[config.mk]
export PLATFORM = sky130hd
export DESIGN_NAME = digit_scan_sched_flat
export DESIGN_NICKNAME = d
export VERILOG_FILES = /design/src/rtl/digit_scan_sched_if.sv /design/src/rtl/digit_scan_sched.sv /design/src/flat_wrapper.sv
export SDC_FILE = /design/constraint.sdc
export NUM_CORES = 1
export LEC_CHECK = 0
export ABC_AREA = 1
export CORE_ASPECT_RATIO = 1.4
export CORE_UTILIZATION = 57
export DETAILED_ROUTE_END_ITERATION = 8
export PLACE_DENSITY_LB_ADDON = 0.12
export SLEW_MARGIN = 10
export SYNTH_ARGS = -nofsm -noshare
export SYNTH_HDL_FRONTEND = slang
export SYNTH_SLANG_ARGS = --single-unit
[constraint.sdc]
create_clock -name CLK -period 5.2 [get_ports CLK]
set_input_delay 0.52 -clock CLK [delete_from_list [all_inputs] [get_ports CLK]]
set_output_delay 0.52 -clock CLK [all_outputs]
set_load 0.1 [all_outputs]
[src/rtl/digit_scan_sched_if.sv]
// rtl/digit_scan_sched_if.sv - display-source and anode bundle for the 7-segment scan scheduler
interface digit_scan_sched_if;
  logic [31:0] a_digits;
  logic        lzb;
  logic        b_req;
  logic [31:0] b_digits;
  logic [7:0]  b_frames;
  logic        b_ack;
  logic        b_done;
  logic        owner_b;
  logic        frame_start;
  logic [3:0]  digit_data;
  logic        digit_blank;
  logic [7:0]  DIGIT;

  modport master (
    output a_digits, lzb, b_req, b_digits, b_frames,
    input  b_ack, b_done, owner_b, frame_start, digit_data, digit_blank, DIGIT
  );

  modport slave (
    input  a_digits, lzb, b_req, b_digits, b_frames,
    output b_ack, b_done, owner_b, frame_start, digit_data, digit_blank, DIGIT
  );
endinterface

[src/rtl/digit_scan_sched.sv]
// rtl/digit_scan_sched.sv - 8-digit anode scan with dead time and two-source frame arbiter
module digit_scan_sched #(
  parameter int SCAN_DIV     = 50000,
  parameter int BLANK_CYCLES = 500
) (
  input logic                CLK,
  input logic                RST_N,
  digit_scan_sched_if.slave  bus
);

  localparam int CNT_MAX = (SCAN_DIV > BLANK_CYCLES) ? SCAN_DIV : BLANK_CYCLES;
  localparam int CW      = $clog2(CNT_MAX + 1);
  localparam logic [CW-1:0] SCAN_LAST  = CW'(SCAN_DIV - 1);
  localparam logic [CW-1:0] BLANK_LAST = CW'((BLANK_CYCLES > 0) ? BLANK_CYCLES - 1 : 0);
  localparam bit NO_DEAD = (BLANK_CYCLES == 0);

  typedef enum logic {ST_SCAN, ST_DEAD} state_t;

  state_t        state_q, state_d;
  logic [2:0]    slot_q, slot_d;
  logic [CW-1:0] count_q, count_d;
  logic [7:0]    frames_q, frames_d;
  logic          owner_q, owner_d;
  logic [31:0]   snap_q, snap_d;
  logic [7:0]    digit_q, digit_d;
  logic [3:0]    data_q, data_d;
  logic          blank_q, blank_d;
  logic          ack_q, ack_d;
  logic          done_q, done_d;
  logic          fs_q, fs_d;

  logic          advance;
  logic [2:0]    slot_next;
  logic          show_b;
  logic [31:0]   snap_src;

  // State register and registered outputs; reset parks in DEAD just before slot 0.
  always_ff @(posedge CLK or negedge RST_N) begin
    if (!RST_N) begin
      state_q  <= ST_DEAD;
      slot_q   <= 3'd7;
      count_q  <= '0;
      frames_q <= 8'd0;
      owner_q  <= 1'b0;
      snap_q   <= 32'd0;
      digit_q  <= 8'hFF;
      data_q   <= 4'd0;
      blank_q  <= 1'b1;
      ack_q    <= 1'b0;
      done_q   <= 1'b0;
      fs_q     <= 1'b0;
    end else begin
      state_q  <= state_d;
      slot_q   <= slot_d;
      count_q  <= count_d;
      frames_q <= frames_d;
      owner_q  <= owner_d;
      snap_q   <= snap_d;
      digit_q  <= digit_d;
      data_q   <= data_d;
      blank_q  <= blank_d;
      ack_q    <= ack_d;
      done_q   <= done_d;
      fs_q     <= fs_d;
    end
  end

  // Slot/dead-time sequencing, frame-boundary arbitration and per-slot data load.
  always_comb begin
    state_d   = state_q;
    slot_d    = slot_q;
    count_d   = count_q;
    frames_d  = frames_q;
    owner_d   = owner_q;
    snap_d    = snap_q;
    digit_d   = digit_q;
    data_d    = data_q;
    blank_d   = blank_q;
    ack_d     = 1'b0;
    done_d    = 1'b0;
    fs_d      = 1'b0;
    advance   = 1'b0;
    slot_next = slot_q + 3'd1;
    show_b    = owner_q;
    snap_src  = snap_q;

    case (state_q)
      ST_SCAN: begin
        if (count_q == SCAN_LAST) begin
          if (NO_DEAD) begin
            advance = 1'b1;
          end else begin
            state_d = ST_DEAD;
            count_d = '0;
            digit_d = 8'hFF;
            blank_d = 1'b1;
          end
        end else begin
          count_d = count_q + 1'b1;
        end
      end
      default: begin
        if (NO_DEAD || count_q == BLANK_LAST) begin
          advance = 1'b1;
        end else begin
          count_d = count_q + 1'b1;
        end
      end
    endcase

    if (advance) begin
      state_d = ST_SCAN;
      count_d = '0;
      slot_d  = slot_next;
      digit_d = ~(8'b1 << slot_next);

      // Ownership only changes as digit 0 is lit; a release always yields
      // at least one A frame because the grant branch is skipped that edge.
      if (slot_next == 3'd0) begin
        fs_d = 1'b1;
        if (owner_q) begin
          frames_d = frames_q - 8'd1;
          if (frames_q <= 8'd1) begin
            owner_d = 1'b0;
            done_d  = 1'b1;
            show_b  = 1'b0;
          end
        end else if (bus.b_req) begin
          ack_d    = 1'b1;
          owner_d  = 1'b1;
          show_b   = 1'b1;
          snap_d   = bus.b_digits;
          snap_src = bus.b_digits;
          frames_d = (bus.b_frames == 8'd0) ? 8'd1 : bus.b_frames;
        end
      end

      if (show_b) begin
        data_d  = snap_src[{slot_next, 2'b00} +: 4];
        blank_d = 1'b0;
      end else begin
        data_d  = bus.a_digits[{slot_next, 2'b00} +: 4];
        blank_d = bus.lzb && (slot_next != 3'd0) &&
                  ((bus.a_digits >> {slot_next, 2'b00}) == 32'd0);
      end
    end
  end

  assign bus.DIGIT       = digit_q;
  assign bus.digit_data  = data_q;
  assign bus.digit_blank = blank_q;
  assign bus.b_ack       = ack_q;
  assign bus.b_done      = done_q;
  assign bus.owner_b     = owner_q;
  assign bus.frame_start = fs_q;

endmodule

[src/flat_wrapper.sv]
// flat-port wrapper written by rule: the top's interface ports become plain ports
module digit_scan_sched_flat 
#(
  parameter int SCAN_DIV     = 50000,
  parameter int BLANK_CYCLES = 500
)
  (CLK, RST_N, bus_a_digits, bus_lzb, bus_b_req, bus_b_digits, bus_b_frames, bus_b_ack, bus_b_done, bus_owner_b, bus_frame_start, bus_digit_data, bus_digit_blank, bus_DIGIT);
  digit_scan_sched_if bus_i ();
  input logic CLK;
  input logic RST_N;
  input wire logic [$bits(bus_i.a_digits)-1:0] bus_a_digits;
  input wire logic [$bits(bus_i.lzb)-1:0] bus_lzb;
  input wire logic [$bits(bus_i.b_req)-1:0] bus_b_req;
  input wire logic [$bits(bus_i.b_digits)-1:0] bus_b_digits;
  input wire logic [$bits(bus_i.b_frames)-1:0] bus_b_frames;
  output wire logic [$bits(bus_i.b_ack)-1:0] bus_b_ack;
  output wire logic [$bits(bus_i.b_done)-1:0] bus_b_done;
  output wire logic [$bits(bus_i.owner_b)-1:0] bus_owner_b;
  output wire logic [$bits(bus_i.frame_start)-1:0] bus_frame_start;
  output wire logic [$bits(bus_i.digit_data)-1:0] bus_digit_data;
  output wire logic [$bits(bus_i.digit_blank)-1:0] bus_digit_blank;
  output wire logic [$bits(bus_i.DIGIT)-1:0] bus_DIGIT;
  assign bus_i.a_digits = bus_a_digits;
  assign bus_i.lzb = bus_lzb;
  assign bus_i.b_req = bus_b_req;
  assign bus_i.b_digits = bus_b_digits;
  assign bus_i.b_frames = bus_b_frames;
  assign bus_b_ack = bus_i.b_ack;
  assign bus_b_done = bus_i.b_done;
  assign bus_owner_b = bus_i.owner_b;
  assign bus_frame_start = bus_i.frame_start;
  assign bus_digit_data = bus_i.digit_data;
  assign bus_digit_blank = bus_i.digit_blank;
  assign bus_DIGIT = bus_i.DIGIT;
  digit_scan_sched #(.SCAN_DIV(SCAN_DIV), .BLANK_CYCLES(BLANK_CYCLES)) u_core (.CLK(CLK), .RST_N(RST_N), .bus(bus_i));
endmodule
==> metrics.txt <==
# TYPE chip_impl_metric gauge
chip_impl_info{name="yosys-top-cells-area",value="dfrtp_1 33%, nand2_1 12%, nor2_1 10%"} 1
chip_impl_metric{name="clk_pin_slew_worst_paths",unit="ns"} 0.07
chip_impl_metric{name="worst_pin_slew",unit="ns"} 1.112
chip_impl_metric{name="share_of_flip_flops_with_an_asynchronous_set_or_reset_after_synthesis",unit="%"} 100.0
chip_impl_metric{name="ys_seq_area_share",unit="%"} 39.79
chip_impl_metric{name="drt_wl_total",unit="um"} 13770
chip_impl_metric{name="finalNetCount",unit=""} 863
chip_impl_metric{name="dp_hpwl",unit="um"} 9557
chip_impl_metric{name="synth-edff-count",unit=""} 0
chip_impl_metric{name="rows",unit=""} 39
chip_impl_info{name="clock-root-buffer",value="clkbuf_16"} 1
chip_impl_metric{name="clkLatencyLatePin",unit="ns"} 0.34
chip_impl_metric{name="max_slew_margin",unit="%"} 25.65
chip_impl_metric{name="power_frac_seq",unit="%"} 44.7
chip_impl_metric{name="power_report.internal_total",unit="mW"} 1.043
chip_impl_info{name="tritoncts",value="yes"} 1
chip_impl_info{name="rsz0062_at_grt",value="false"} 1
chip_impl_info{name="critPathCaptureType",value="flop"} 1
chip_impl_info{name="endpoint_of_the_lowest_slack_register_to_register_path",value="u_core.bus.digit_data[0]"} 1
chip_impl_metric{name="yosysWarnings",unit=""} 0
chip_impl_metric{name="standard_cell_area_after_detailed_placement",unit="sq um"} 5781
chip_impl_metric{name="post_drt_via_cell_ratio",unit=""} 5.788
chip_impl_metric{name="post_synth_instance_area",unit="sq um"} 4883
chip_impl_metric{name="post-cts-setup-buffers",unit=""} 0
chip_impl_info{name="critical_path.reg2reg.startpoint",value="u_core.slot_q[0]"} 1
chip_impl_metric{name="die_height",unit="um"} 111.5
chip_impl_metric{name="tritoncts_sink_count",unit=""} 77
chip_impl_metric{name="period_needed",unit="ns"} 3.665
chip_impl_info{name="layout_common_cells",value="160 x nand2_1, 132 x nor2_1, 91 x clkdlybuf4s50_1, 73 x nand3_1, 64 x dfrtp_1"} 1
chip_impl_metric{name="flop_to_flop_setup_slack",unit="ns"} 1.53
chip_impl_metric{name="timing.final.setup_violations",unit=""} 0
chip_impl_metric{name="wl_per_cell",unit="um"} 15.54
chip_impl_metric{name="count_of_instances_resized_after_the_clock_tree_is_built",unit=""} 0
chip_impl_metric{name="final.fill_count",unit=""} 671
chip_impl_metric{name="detailedRoute.firstIterationViolations",unit=""} 343
chip_impl_metric{name="cts.htree.levels",unit=""} 3
chip_impl_metric{name="finish.instance_area",unit="sq um"} 6088
chip_impl_metric{name="yosys_reg_bits",unit=""} 77
chip_impl_metric{name="power.share.switching",unit="%"} 22.21
chip_impl_metric{name="grt_start_max_net_pins",unit=""} 78
chip_impl_metric{name="finalHoldViolations",unit=""} 0
chip_impl_info{name="final_common_cell",value="nand2_1"} 1
chip_impl_metric{name="net_switching_power_figure",unit="uW"} 297.8
chip_impl_metric{name="first_pass_iters",unit=""} 5
chip_impl_metric{name="multi_input_area",unit="sq um"} 2505
chip_impl_metric{name="syn_nets",unit=""} 793
chip_impl_metric{name="cts_max_path_buffers",unit=""} 2
chip_impl_metric{name="die-area",unit="sq um"} 8947
chip_impl_metric{name="cp_max_fo",unit=""} 45
chip_impl_metric{name="cts_hold_repair.buffers",unit=""} 0
chip_impl_metric{name="synth_cells",unit=""} 709
chip_impl_metric{name="power.density_cell_area",unit="nW/um^2"} 220.2
chip_impl_metric{name="reg2regPathDepth",unit=""} 11
chip_impl_metric{name="timing.final.crit_share",unit="%"} 70.49
chip_impl_metric{name="floorplan.core_area",unit="sq um"} 8247
chip_impl_metric{name="total_number_of_vias",unit=""} 5128
chip_impl_metric{name="whs",unit="ns"} 0.4167
chip_impl_metric{name="remaining_drc_errors",unit=""} 0
chip_impl_metric{name="critical_path_arrival",unit="ns"} 3.89
chip_impl_metric{name="worst_ir_drop_vdd",unit="uV"} 187.4
chip_impl_metric{name="synth_top_area_share",unit="%"} 32.80
chip_impl_metric{name="avgSynthCellArea",unit="sq um"} 6.888
chip_impl_info{name="synth_largest_area_cell",value="dfrtp_1"} 1
chip_impl_metric{name="power_frac_clock",unit="%"} 48.3
chip_impl_metric{name="leakage",unit="nW"} 2.911
chip_impl_metric{name="synth.distinct_cells",unit=""} 39
chip_impl_metric{name="grt_pass1_wl",unit="um"} 23200
chip_impl_metric{name="post-route-util",unit="%"} 73.83
chip_impl_metric{name="antenna-diode-count",unit=""} 0
chip_impl_metric{name="fmax",unit="GHz"} 0.2728
chip_impl_metric{name="globalplace.congestion",unit=""} 0.9731
chip_impl_metric{name="layout_cell_share_with_drive_strength_beyond_1",unit="%"} 7.270
chip_impl_metric{name="cts_made_buffers",unit=""} 9
chip_impl_metric{name="cap_violations",unit=""} 0
chip_impl_metric{name="layout-area-overhead-vs-synth",unit="%"} 24.67
chip_impl_metric{name="groute.usage.overall",unit="%"} 33.01
chip_impl_metric{name="global_route.overflow_total",unit=""} 0
chip_impl_metric{name="top_level_port_count",unit=""} 93
chip_impl_metric{name="placement.io_buffers",unit=""} 92
chip_impl_metric{name="comb_power_share",unit="%"} 7.0
chip_impl_metric{name="number_of_antenna_violations_at_the_first_check_in_global_routing",unit=""} 0
chip_impl_info{name="hold_class",value="in2async"} 1
chip_impl_info{name="run_status",value="completed"} 1
chip_impl_metric{name="register_area",unit="sq um"} 1943
chip_impl_info{name="worst-setup-path-type",value="reg2reg"} 1
chip_impl_metric{name="fp.dieW",unit="um"} 80.23
chip_impl_metric{name="first_global_vias",unit=""} 5054
chip_impl_metric{name="clock-skew-final",unit="ns"} 0.009537
chip_impl_metric{name="drtAntennaViolNets",unit=""} 0
chip_impl_metric{name="timing_max_transition_violations_final",unit=""} 0
chip_impl_info{name="dominantRegCellSynth",value="dfrtp_1"} 1
chip_impl_info{name="cp-start-kind",value="flop"} 1
chip_impl_metric{name="worst_ep_required_time",unit="ns"} 5.43
chip_impl_metric{name="fin_total_pwr",unit="mW"} 1.341
chip_impl_metric{name="start_util",unit="%"} 59.22
chip_impl_metric{name="final.setup.tns",unit="ns"} 0
## layout make-up
cell class	instances	share of cell area, %
multi-input cells	525	41.14
flip-flops and latches	77	31.92
repair buffers	95	15.41
inverters	71	4.377
clock buffers	10	3.925
well taps	102	2.096
clock inverters	6	1.130
## registers in the layout (all words and copies together), names as in the netlist
register,flops
u_core.bus.owner_b,1
u_core.frames_q,8
u_core.bus.b_ack,1
u_core.bus.b_done,1
u_core.bus.digit_blank,1
u_core.snap_q,32
u_core.bus.DIGIT,8
u_core.bus.digit_data,4
u_core.state_q,1
u_core.slot_q,3
u_core.bus.frame_start,1
u_core.count_q,16
## metal layers
metal	track usage, %	up-vias	part of all wire (%)
met3	3.934	58	4.7
met5	0	-	0
met2	57.38	210	53
met1	39.14	2412	38
met4	17.38	0	4.4
li1	-	2448	-
## worst max-delay path, stage by stage, from the launching register on
cell	delay, ns
dfstp_2	1.06
ha_1	0.37
buf_4	0.37
nand3_1	0.87
nand2_1	0.30
nand3_1	0.11
nand3_1	0.12
nand2_1	0.06
nand3_1	0.11
nand2_1	0.06
nand2_1	0.05
nand2_1	0.05
## cells in the mapped netlist (all sizes together) (8+ instances only)
| cell type | count |
|---|---|
| dfrtp | 64 |
| nor3 | 11 |
| inv | 71 |
| a21oi | 32 |
| nand2 | 164 |
| ha | 8 |
| nand3 | 75 |
| nor2 | 136 |
| buf | 16 |
| o21ai | 32 |
| nand4 | 37 |
| dfstp | 13 |
| clkbuf | 20 |
## stage by stage
stage               setup slack (ns)  cells
global placement               1.710    870
global route                   1.193    886
CTS                            1.690    886
finish                         1.535    886
floorplan                      2.709    709
detailed placement             1.597    870
## worst max path at each step
stage | cells after the start | slack [ns] | end | from
after global placement | 12 | 1.71 | u_core.bus.digit_data[1] | bus_b_req
after global routing | 11 | 1.19 | u_core.bus.digit_data[0] | u_core.slot_q[0]
after floorplan | 14 | 2.71 | u_core.bus.digit_data[1] | u_core.slot_q[0]
after detailed placement | 12 | 1.60 | u_core.bus.digit_data[0] | bus_b_req
final | 11 | 1.53 | u_core.bus.digit_data[0] | u_core.slot_q[0]
after CTS | 11 | 1.69 | u_core.bus.digit_data[0] | u_core.slot_q[0]
## power by group through the flow
stage | logic [mW] | registers, mW | clock network (mW)
floorplan | 0.0128 | 0.610 | 0
global placement | 0.0925 | 0.610 | 0
detailed placement | 0.0931 | 0.610 | 0
CTS | 0.0937 | 0.600 | 0.650
global route | 0.101 | 0.599 | 0.674
finish | 0.0934 | 0.600 | 0.648
## cell families after synthesis
logic type                 after synthesis  synth area share (%)
AOI/OAI and AO/OA                       77                 8.506
and+or+nand+nor                        433                 39.46
xor gates and xnor gates                 6                 1.076
adders and majority gates                8                 2.050
muxes                                    1                0.2050
buffers and inverters                  107                 8.916
DFF                                     77                 39.79
Power figures use the tool's default switching activity.
